**config.mk**
```make
export PLATFORM = sky130hd
export DESIGN_NAME = id_hazard_ctrl
export DESIGN_NICKNAME = d
export VERILOG_FILES = /design/src/rtl/id_hazard_ctrl_pkg.sv /design/src/rtl/id_hazard_ctrl_scoreboard.sv /design/src/rtl/id_hazard_ctrl.sv
export SDC_FILE = /design/constraint.sdc
export NUM_CORES = 1
export LEC_CHECK = 0
export ABC_AREA = 1
export ABC_CLOCK_PERIOD_IN_PS = 3420
export BUFFER_PORTS_ARGS = -buffer_cell sky130_fd_sc_hd__buf_2
export CAP_MARGIN = 10
export CORE_ASPECT_RATIO = 1.75
export CORE_MARGIN = 8
export CORE_UTILIZATION = 63
export CTS_BUF_LIST = sky130_fd_sc_hd__clkbuf_8 sky130_fd_sc_hd__clkbuf_16
export CTS_CLUSTER_DIAMETER = 40
export DETAILED_ROUTE_END_ITERATION = 10
export GPL_TIMING_DRIVEN = 0
export PLACE_DENSITY = 0.86
export SLEW_MARGIN = 25
export SYNTH_ARGS = -nofsm -noshare
export SYNTH_HDL_FRONTEND = slang
export SYNTH_SLANG_ARGS = --single-unit
```
**constraint.sdc**
```tcl
create_clock -name clk -period 3.42 [get_ports clk]
set_input_delay 0.342 -clock clk [delete_from_list [all_inputs] [get_ports clk]]
set_output_delay 0.342 -clock clk [all_outputs]
set_load 0.005 [all_outputs]
```
**src/rtl/id_hazard_ctrl_pkg.sv**
```systemverilog
// Shared definitions for the decode-stage hazard controller.
//   - hz_state_e : issue FSM states (RUN / DRAIN / FLUSH)
//   - REG_ADDR_W : architectural register index width
//   - OPC_*      : major opcode classes used upstream to derive the
//                  rs*_used / rd_we / serialize decode flags
package id_hazard_ctrl_pkg;

   localparam int unsigned REG_ADDR_W = 5;

   typedef enum logic [1:0] {
      HZ_RUN   = 2'd0,
      HZ_DRAIN = 2'd1,
      HZ_FLUSH = 2'd2
   } hz_state_e;

   localparam logic [6:0] OPC_LOAD     = 7'b0000011;
   localparam logic [6:0] OPC_MISC_MEM = 7'b0001111;
   localparam logic [6:0] OPC_OP_IMM   = 7'b0010011;
   localparam logic [6:0] OPC_AUIPC    = 7'b0010111;
   localparam logic [6:0] OPC_STORE    = 7'b0100011;
   localparam logic [6:0] OPC_OP       = 7'b0110011;
   localparam logic [6:0] OPC_LUI      = 7'b0110111;
   localparam logic [6:0] OPC_BRANCH   = 7'b1100011;
   localparam logic [6:0] OPC_JALR     = 7'b1100111;
   localparam logic [6:0] OPC_JAL      = 7'b1101111;
   localparam logic [6:0] OPC_SYSTEM   = 7'b1110011;

   // FENCE and CSR/SYSTEM instructions must issue into an empty machine.
   function automatic logic is_serializing(input logic [6:0] opc);
      return (opc == OPC_MISC_MEM) || (opc == OPC_SYSTEM);
   endfunction

endpackage

```
**src/rtl/id_hazard_ctrl_scoreboard.sv**
```systemverilog
// Pending-write scoreboard: one bit per architectural register plus a
// registered count of set bits.
//   clk, rst           : clock, synchronous active-high reset
//   set_en, set_idx    : mark a register pending (index 0 ignored)
//   clr_en, clr_idx    : write-back; clears only if the entry is pending
//   rd_a_idx, rd_b_idx : read port indices -> rd_a, rd_b
//   pend               : full pending vector
//   count              : number of pending entries (registered)
//   drained_nxt        : count will be zero after this edge
module hz_scoreboard
   import id_hazard_ctrl_pkg::*;
(
   input  logic                  clk,
   input  logic                  rst,
   input  logic                  set_en,
   input  logic [REG_ADDR_W-1:0] set_idx,
   input  logic                  clr_en,
   input  logic [REG_ADDR_W-1:0] clr_idx,
   input  logic [REG_ADDR_W-1:0] rd_a_idx,
   input  logic [REG_ADDR_W-1:0] rd_b_idx,
   output logic                  rd_a,
   output logic                  rd_b,
   output logic [31:0]           pend,
   output logic [4:0]            count,
   output logic                  drained_nxt
);

   logic [31:0] sb, sb_nxt;
   logic [4:0]  cnt, cnt_nxt;
   logic        set_hit, clr_hit;

   always_comb begin
      set_hit = set_en & (set_idx != '0);
      clr_hit = clr_en & (clr_idx != '0) & sb[clr_idx];
      sb_nxt  = sb;
      if (clr_hit) sb_nxt[clr_idx] = 1'b0;
      // Applied after the clear so a same-index set/clear leaves the bit set.
      if (set_hit) sb_nxt[set_idx] = 1'b1;
      cnt_nxt = cnt;
      if (set_hit && !clr_hit)      cnt_nxt = cnt + 5'd1;
      else if (clr_hit && !set_hit) cnt_nxt = cnt - 5'd1;
   end

   always_ff @(posedge clk) begin
      if (rst) begin
         sb  <= '0;
         cnt <= '0;
      end else begin
         sb  <= sb_nxt;
         cnt <= cnt_nxt;
      end
   end

   assign rd_a        = sb[rd_a_idx];
   assign rd_b        = sb[rd_b_idx];
   assign pend        = sb;
   assign count       = cnt;
   assign drained_nxt = (cnt_nxt == '0);

endmodule

```
**src/rtl/id_hazard_ctrl.sv**
```systemverilog
// Decode-stage issue controller. Stalls the decode slot on RAW/WAW hazards
// against in-flight writes, when MAX_OUTSTANDING writes are in flight, and
// holds serializing instructions until the scoreboard drains.
//   clk, rst                 : clock, synchronous active-high reset
//   i_id_valid ... i_flush   : decode-slot instruction fields and controls
//   i_wb_wr, i_wb_rd         : WB register-file write port
//   o_issue                  : instruction moves to EX this cycle (comb)
//   o_id_ready               : IF/ID may advance (comb)
//   o_outstanding            : in-flight write count (registered)
//   o_stall_cycles           : saturating stall counter (registered)
module id_hazard_ctrl
   import id_hazard_ctrl_pkg::*;
#(
   parameter int unsigned MAX_OUTSTANDING = 4,
   parameter bit          WB_BYPASS       = 1'b0
) (
   input  logic                  clk,
   input  logic                  rst,
   input  logic                  i_id_valid,
   input  logic [REG_ADDR_W-1:0] i_rs1,
   input  logic [REG_ADDR_W-1:0] i_rs2,
   input  logic                  i_rs1_used,
   input  logic                  i_rs2_used,
   input  logic [REG_ADDR_W-1:0] i_rd,
   input  logic                  i_rd_we,
   input  logic                  i_serialize,
   input  logic                  i_ex_ready,
   input  logic                  i_flush,
   input  logic                  i_wb_wr,
   input  logic [REG_ADDR_W-1:0] i_wb_rd,
   output logic                  o_issue,
   output logic                  o_id_ready,
   output logic [4:0]            o_outstanding,
   output logic [31:0]           o_stall_cycles
);

   localparam logic [4:0] MAX_CNT = 5'(MAX_OUTSTANDING);

   hz_state_e   state, state_nxt;
   logic [31:0] sb_vec;
   logic [4:0]  count;
   logic        sb_rs1, sb_rs2, drained_nxt;
   logic        pend_rs1, pend_rs2, pend_rd;
   logic        hazard, full, ser_block, run;
   logic [31:0] stall_cnt;

   hz_scoreboard u_sb (
      .clk         (clk),
      .rst         (rst),
      .set_en      (o_issue & i_rd_we),
      .set_idx     (i_rd),
      .clr_en      (i_wb_wr),
      .clr_idx     (i_wb_rd),
      .rd_a_idx    (i_rs1),
      .rd_b_idx    (i_rs2),
      .rd_a        (sb_rs1),
      .rd_b        (sb_rs2),
      .pend        (sb_vec),
      .count       (count),
      .drained_nxt (drained_nxt)
   );

   // With a write-through register file a WB landing this cycle already
   // satisfies the reader, so the pending bit is masked.
   always_comb begin
      pend_rs1  = sb_rs1     & (i_rs1 != '0) & ~(WB_BYPASS & i_wb_wr & (i_wb_rd == i_rs1));
      pend_rs2  = sb_rs2     & (i_rs2 != '0) & ~(WB_BYPASS & i_wb_wr & (i_wb_rd == i_rs2));
      pend_rd   = sb_vec[i_rd] & (i_rd != '0) & ~(WB_BYPASS & i_wb_wr & (i_wb_rd == i_rd));
      hazard    = (i_rs1_used & pend_rs1) | (i_rs2_used & pend_rs2) | (i_rd_we & pend_rd);
      full      = (count == MAX_CNT) & i_rd_we & (i_rd != '0);
      ser_block = i_serialize & (count != '0);
      run       = (state == HZ_RUN) & ~rst;
      o_issue   = run & i_id_valid & i_ex_ready & ~i_flush & ~hazard & ~full & ~ser_block;
      o_id_ready = run & (o_issue | ~i_id_valid);
   end

   always_comb begin
      state_nxt = state;
      if (i_flush) begin
         state_nxt = HZ_FLUSH;
      end else begin
         case (state)
            HZ_RUN:   if (i_id_valid & i_serialize & (count != '0)) state_nxt = HZ_DRAIN;
            HZ_DRAIN: if (drained_nxt) state_nxt = HZ_RUN;
            HZ_FLUSH: state_nxt = HZ_RUN;
            default:  state_nxt = HZ_RUN;
         endcase
      end
   end

   always_ff @(posedge clk) begin
      if (rst) begin
         state     <= HZ_RUN;
         stall_cnt <= '0;
      end else begin
         state <= state_nxt;
         if ((state != HZ_FLUSH) && i_id_valid && !o_issue && !i_flush && (stall_cnt != '1))
            stall_cnt <= stall_cnt + 32'd1;
      end
   end

   assign o_outstanding  = count;
   assign o_stall_cycles = stall_cnt;

endmodule

```
# --- After elaboration in Yosys (flattened, before gate mapping) ---
# Index checks and enable logic that the tools add are counted.
word_totals:
  reg_bits: 71
  input_bits: 30
  out_inout_bits: 39
  elab_cells: 99
classes:
  add_sub_neg: 3
  order_cmp: 6
  eq_ne: 8
  muxes: 20
  bitwise: 35
  reduce_logical: 22
op_table:
  columns: ["cell", "count"]
  rows:
  - ["2-to-1 mux 32 bit", 2]
  - ["adder 32 x 1 -> 32 bit (second input constant)", 1]
  - ["AND 32 bit", 1]
  - ["inequality test 32 bit (second input constant)", 1]
  - ["inverter 32 bit", 1]
  - ["bitwise OR 32 bit", 1]
  - ["nonzero test 5 bit", 5]
  - ["< comparator 5 x 6 -> 1 bit (second input constant)", 4]
  - ["AND 1 bit", 23]
  - ["binary-select mux 1 bit (select 5 bit)", 4]
  - ["demux 1 bit (select 5 bit)", 2]
  - [">= comparator 5 x 1 -> 1 bit (second input constant)", 2]
  - ["2-to-1 mux 5 bit", 2]
  - ["logical AND 1 bit", 8]
  - ["2-to-1 mux 1 bit", 6]
  - ["2-to-1 mux 2 bit", 3]
  - ["inverter 1 bit", 6]
  - ["adder 5 x 1 -> 5 bit (second input constant)", 1]
  - ["equality test 5 x 3 -> 1 bit (second input constant)", 1]
  - ["zero test 5 bit", 1]
  - ["subtractor 5 x 1 -> 5 bit (second input constant)", 1]
  - ["zero test 1 bit", 4]
  - ["inequality test 2 bit (second input constant)", 2]
  - ["case mux 2 bit (2 select lines)", 1]
  - ["other kinds (8)", 11]

# --- Logic depth before layout (Yosys ltp) ---
logic_depth:
  word_depth: 20
  ltp_mapped: 23
  mapped_depth_nobuf: 22

# --- Hierarchy ---
# From an unflattened synthesis, not the netlist that was laid out.
unflattened:
  hier_cells: 948
  hier_area_um2: 5546.6
by_module_without_submodules:
  columns: ["mod", "n_inst", "cells_per_inst", "area_per_inst_um2", "seq_area_each_um2"]
  rows:
  - ["hz_scoreboard", 1, 474, 2810.2, 740.7]
  - ["id_hazard_ctrl", 1, 474, 2736.4, 680.7]

# --- Least setup slack after synthesis ---
# OpenSTA, ideal clock, no wires.
synth_path:
  path_type: "input to register"
  from: "input i_rs2[0]"
  to: "register state[0]"
  setup_time_ns: 0.116
  arrival_time_ns: 2.059
  required_time_ns: 3.304
  setup_slack_ns: 1.244
  path_stages: 20
  n_path_buf: 2
  cell_sequence: "buf_4 -> inv_2 -> buf_2 -> nand2_1 -> nand3_1 -> nand2_1 -> a21oi_1 -> nand3_1 -> nand3_1 -> nand2_1 -> nor2_4 -> nand2_2 -> nand2_2 -> nand2_1 -> nand2_1 -> nand2_1 -> nor2_1 -> nand3_1 -> nand2_1 -> a21oi_1"
synth_via:
  elab_chain_cells: 19
  word_cells_on_any_way: 21
  cone_classes: "eq/ne: 1; mux: 4; bitwise: 10; reduce/logical: 6"
synth_lines:
  columns: ["element", "line_no", "text"]
  rows:
  - ["from (decl)", "id_hazard_ctrl.sv:21", "input logic [REG_ADDR_W-1:0] i_rs2,"]
  - ["binary-select mux 1 bit (select 5 bit)", "id_hazard_ctrl_scoreboard.sv:55", "assign rd_b = sb[rd_b_idx];"]
  - ["2-to-1 mux 1 bit (implied by the code)", "id_hazard_ctrl_scoreboard.sv:55", null]
  - ["AND 1 bit *", "id_hazard_ctrl.sv:67", "pend_rs2 = sb_rs2 & (i_rs2 != '0) & ~(WB_BYPASS & i_wb_wr & (i_wb_rd == i_rs2));"]
  - ["AND 1 bit *", "id_hazard_ctrl.sv:69", "hazard = (i_rs1_used & pend_rs1) | (i_rs2_used & pend_rs2) | (i_rd_we & pend_rd);"]
  - ["bitwise OR 1 bit * (2 in series)", "id_hazard_ctrl.sv:69", null]
  - ["inverter 1 bit *", "id_hazard_ctrl.sv:73", "o_issue = run & i_id_valid & i_ex_ready & ~i_flush & ~hazard & ~full & ~ser_block;"]
  - ["AND 1 bit * (3 in series)", "id_hazard_ctrl.sv:73", null]
  - ["named net o_issue", "id_hazard_ctrl.sv:31", "output logic o_issue,"]
  - ["AND 1 bit *", "id_hazard_ctrl.sv:50", ".set_en (o_issue & i_rd_we),"]
  - ["AND 1 bit *", "id_hazard_ctrl_scoreboard.sv:33", "set_hit = set_en & (set_idx != '0);"]
  - ["zero test 1 bit", "id_hazard_ctrl_scoreboard.sv:41", "else if (clr_hit && !set_hit) cnt_nxt = cnt - 5'd1;"]
  - ["logical AND 1 bit", "id_hazard_ctrl_scoreboard.sv:41", null]
  - ["2-to-1 mux 5 bit", "id_hazard_ctrl_scoreboard.sv:41", null]
  - ["2-to-1 mux 5 bit *", "id_hazard_ctrl_scoreboard.sv:40", "if (set_hit && !clr_hit) cnt_nxt = cnt + 5'd1;"]
  - ["zero test 5 bit *", "id_hazard_ctrl_scoreboard.sv:58", "assign drained_nxt = (cnt_nxt == '0);"]
  - ["inequality test 2 bit (no source line) *", null, null]
  - ["AND reduction 2 bit (no source line) *", null, null]
  - ["to (signal assigned)", "id_hazard_ctrl.sv:96", "state <= state_nxt;"]
  - ["to (decl)", "id_hazard_ctrl.sv:39", "hz_state_e state, state_nxt;"]
# The timed path passes the listed nets; every way through them passes the cells marked *. The select of a mux whose other input is x is not followed.
# A chain may end at the register's enable or synchronous reset.

# --- Worst setup path in the final report ---
layout_path:
  from: "register stall_cnt[15] (netlist: o_stall_cycles[15])"
  to: "register stall_cnt[0] (netlist: o_stall_cycles[0])"
layout_via:
  elab_chain_cells: 2
layout_lines:
  columns: ["element", "line_no", "text"]
  rows:
  - ["from (decl)", "id_hazard_ctrl.sv:45", "logic [31:0] stall_cnt;"]
  - ["from (signal assigned)", "id_hazard_ctrl.sv:98", "stall_cnt <= stall_cnt + 32'd1;"]
  - ["inequality test 32 bit", "id_hazard_ctrl.sv:97", "if ((state != HZ_FLUSH) && i_id_valid && !o_issue && !i_flush && (stall_cnt != '1))"]
  - ["logical AND 1 bit", "id_hazard_ctrl.sv:97", null]
# Every way passes these cells.

==> impl_metrics.env <==
export IMPL_gp_congestion=0.992
export IMPL_worstHoldStart="i_flush"
export IMPL_dp_slack_ns=0.619
export IMPL_p_leak_uw=0.00248
export IMPL_via_count=6447
export IMPL_clock_sinks=71
export IMPL_seqPwrFrac_pct=41.6
export IMPL_die_w_um=83.9
export IMPL_finalWorstSetupSlack_ns=0.616
export IMPL_cts_tree="built"
export IMPL_dpl_cell_area_um2=5520
export IMPL_post_cts_buffers=0
export IMPL_synthTopCellsByArea="dfxtp_1, nand2_1, nand3_1, inv_1, a21oi_1"
export IMPL_whs_ns=0.313
export IMPL_portBuffers=65
export IMPL_wirelength_um=19600
export IMPL_clk_insertion_delay_late_ns=0.34
export IMPL_dr_pass1_iters=7
export IMPL_die_area_um2=11300
export IMPL_syn_nets=890
export IMPL_hold_class="in2reg"
export IMPL_p_int_uw=1470
export IMPL_synthCells=856
export IMPL_die_height_um=135
export IMPL_gr_usage_all_layers_pct=34.1
export IMPL_syn_area_per_cell_um2=5.93
export IMPL_r2r_setup_slack_ns=0.62
export IMPL_initial_core_util_pct=64.7
export IMPL_path_class="reg2reg"
export IMPL_stdcell_area_um2=5810
export IMPL_required_ns=3.69
export IMPL_grt_pass1_vias=6418
export IMPL_endpoint_kind="flip-flop"
export IMPL_ys_warn_count=0
export IMPL_maxCapViolations=0
export IMPL_crit_path_start="o_stall_cycles[15]$_SDFFE_PP0P_"
export IMPL_ctsHtreeMaxLevel=3
export IMPL_worst_pin_slew_ns=0.763
export IMPL_final_cell_count_no_fill=1027
export IMPL_combPwrFrac_pct=13.1
export IMPL_finalCritPeriodShare_pct=82.0
export IMPL_gr_total_overflow=0
export IMPL_fin_setup_tns_ns=0
export IMPL_endpoint="o_stall_cycles[0]$_SDFFE_PP0P_"
export IMPL_p_per_area_nw_per_um2=348
export IMPL_worst_path_max_fanout=10
export IMPL_maxSlewViolCount=0
export IMPL_synth_top_area_share_pct=28.0
export IMPL_final_common_cell="nand2_1"
export IMPL_diodes=0
export IMPL_peakVddDrop_v=0.000372
export IMPL_final_nets=966
export IMPL_p_switching_uw=546
export IMPL_finClkSkew_ns=0.00475
export IMPL_r2r_cells=10
export IMPL_pwr_share_clk_pct=45.4
export IMPL_crit_path_start_kind="flip-flop"
export IMPL_slew_limit_headroom_pct=48.8
export IMPL_fmax_ghz=0.357
export IMPL_dp_cells=1011
export IMPL_post_cts_resized=0
export IMPL_worstPathArrival_ns=3.07
export IMPL_layout_common_cells="nand2_1, nand3_1, inv_1"
export IMPL_synth_distinct_cells=38
export IMPL_hold_viol=0
export IMPL_drcViolationCount=0
export IMPL_wire_per_inst_um=19.0
export IMPL_ys_ff_latch=71
export IMPL_setup_viol=0
export IMPL_cts_max_path_buffers=2
export IMPL_antenna_found_initial=0
export IMPL_status="finished clean"
export IMPL_hold_buffers=0
export IMPL_grt_pass1_wl_um=31200
export IMPL_rr_endpoint="o_stall_cycles[0]$_SDFFE_PP0P_"
export IMPL_postRouteAntennaNets=0
export IMPL_ys_seq_area_share_pct=28.0
export IMPL_rsz0062_at_grt="false"
export IMPL_fp_row_count=43
export IMPL_drive_gt1_share_pct=13.7
export IMPL_ios=69
export IMPL_netlist_area_um2=5080
export IMPL_yosysTopAreaCell="dfxtp_1"
export IMPL_first_iter_violations=595
export IMPL_switching_share_pct=27.0
export IMPL_grt_max_degree=12
export IMPL_period_minus_slack_ns=2.80
export IMPL_avgViaCountPerCell=6.28
export IMPL_numCtsBuffers=9
export IMPL_coreArea_um2=7860
export IMPL_r2r_start="o_stall_cycles[15]$_SDFFE_PP0P_"
export IMPL_root_buffer="clkbuf_16"
export IMPL_clk_pin_slew_ns=0.06
export IMPL_area_delta_synth_final_pct=14.4
export IMPL_dp_hpwl_um=14600
==> power groups by stage <==
stage               clock network [uW]  logic (uW)  registers [uW]
finish                             917         264             840
global route                       938         286             840
CTS                                912         254             839
detailed placement                   0         249             857
global placement                     0         241             856
floorplan                            0         156             856
==> metrics by stage <==
| stage | utilization, % | power [uW] |
|---|---|---|
| 2_1_floorplan | - | 1010 |
| 3_3_place_gp | 70.2 | 1100 |
| 3_5_place_dp | 70.2 | 1110 |
| 4_1_cts | 74.0 | 2000 |
| 5_1_grt | 74.0 | 2060 |
| 6_report | 74.0 | 2020 |
==> state kept, by name, indices dropped and copies added, names as in the netlist <==
signal and cells:
o_stall_cycles 32, u_sb.pend 32, u_sb.count 5, state 2
==> cell usage after synthesis, drive strengths merged <==
master	number
clkbuf	11
nor2	77
nand3b	2
buf	18
o31ai	3
xnor2	6
nand3	97
nor3	29
a221oi	1
nor4	8
and3	2
a22o	1
nor3b	3
xor2	3
a41oi	1
o22ai	7
a21oi	64
ha	4
dfxtp	71
nand2	252
nand4	16
inv	103
a31oi	3
o21ai	71
o21a	3
==> worst max-delay path, cell delays in order, from the launching register on <==
cell and delay, ns:
dfxtp_1 0.41, nand2_1 0.14, nor3_1 0.43, nand3_1 0.23
nor4_1 0.55, a221oi_1 0.19, nand2_2 0.18, buf_4 0.21
buf_6 0.16, o21ai_0 0.08, a21oi_1 0.14
==> layer usage <==
layer  GRT usage [%]  up-vias  routed length [um]
li1                -     2981                   -
met1            31.5     2859                6290
met2            61.3      458                9940
met3            7.24      149                1600
met4            30.3        0                1740
met5               0        -                   0
==> how the worst min path moves through the flow <==
stage / endpoint / slack, ns / cells after the start
detailed placement: u_sb.pend[2]$_SDFF_PP0_ / 0.47 / 2
finish: state[1]$_SDFFE_PP0P_ / 0.31 / 3
floorplan: u_sb.pend[0]$_SDFF_PP0_ / 0.44 / 2
CTS: state[0]$_SDFFE_PP0P_ / 0.31 / 3
global placement: u_sb.pend[2]$_SDFF_PP0_ / 0.46 / 2
global route: state[0]$_SDFFE_PP0P_ / 0.33 / 3
==> logic make-up (layout without fill, tap and decap cells) <==
| kind of cell | after synthesis | count (layout) | synth area share, % |
|---|---|---|---|
| AND/OR/NAND/NOR | 486 | 486 | 42.8 |
| flip-flops | 71 | 71 | 28.0 |
| buffers and inverters | 132 | 213 | 10.7 |
| AO/OA/AOI/OAI | 154 | 154 | 15.9 |
| XOR/XNOR | 9 | 9 | 1.55 |
| adder cells (fa/ha/maj) | 4 | 4 | 0.986 |
==> final cells by class <==
class                      count  area [um2]
timing repair buffer          65         325
tap                           90         113
buffer                        29         158
fill                         637        2040
multi-input combinational    653        3110
clock buffer                  13         280
inverter                     103         387
clock inverter                 3        15.0
sequential                    71        1420
(Power assumes the default switching activity.)
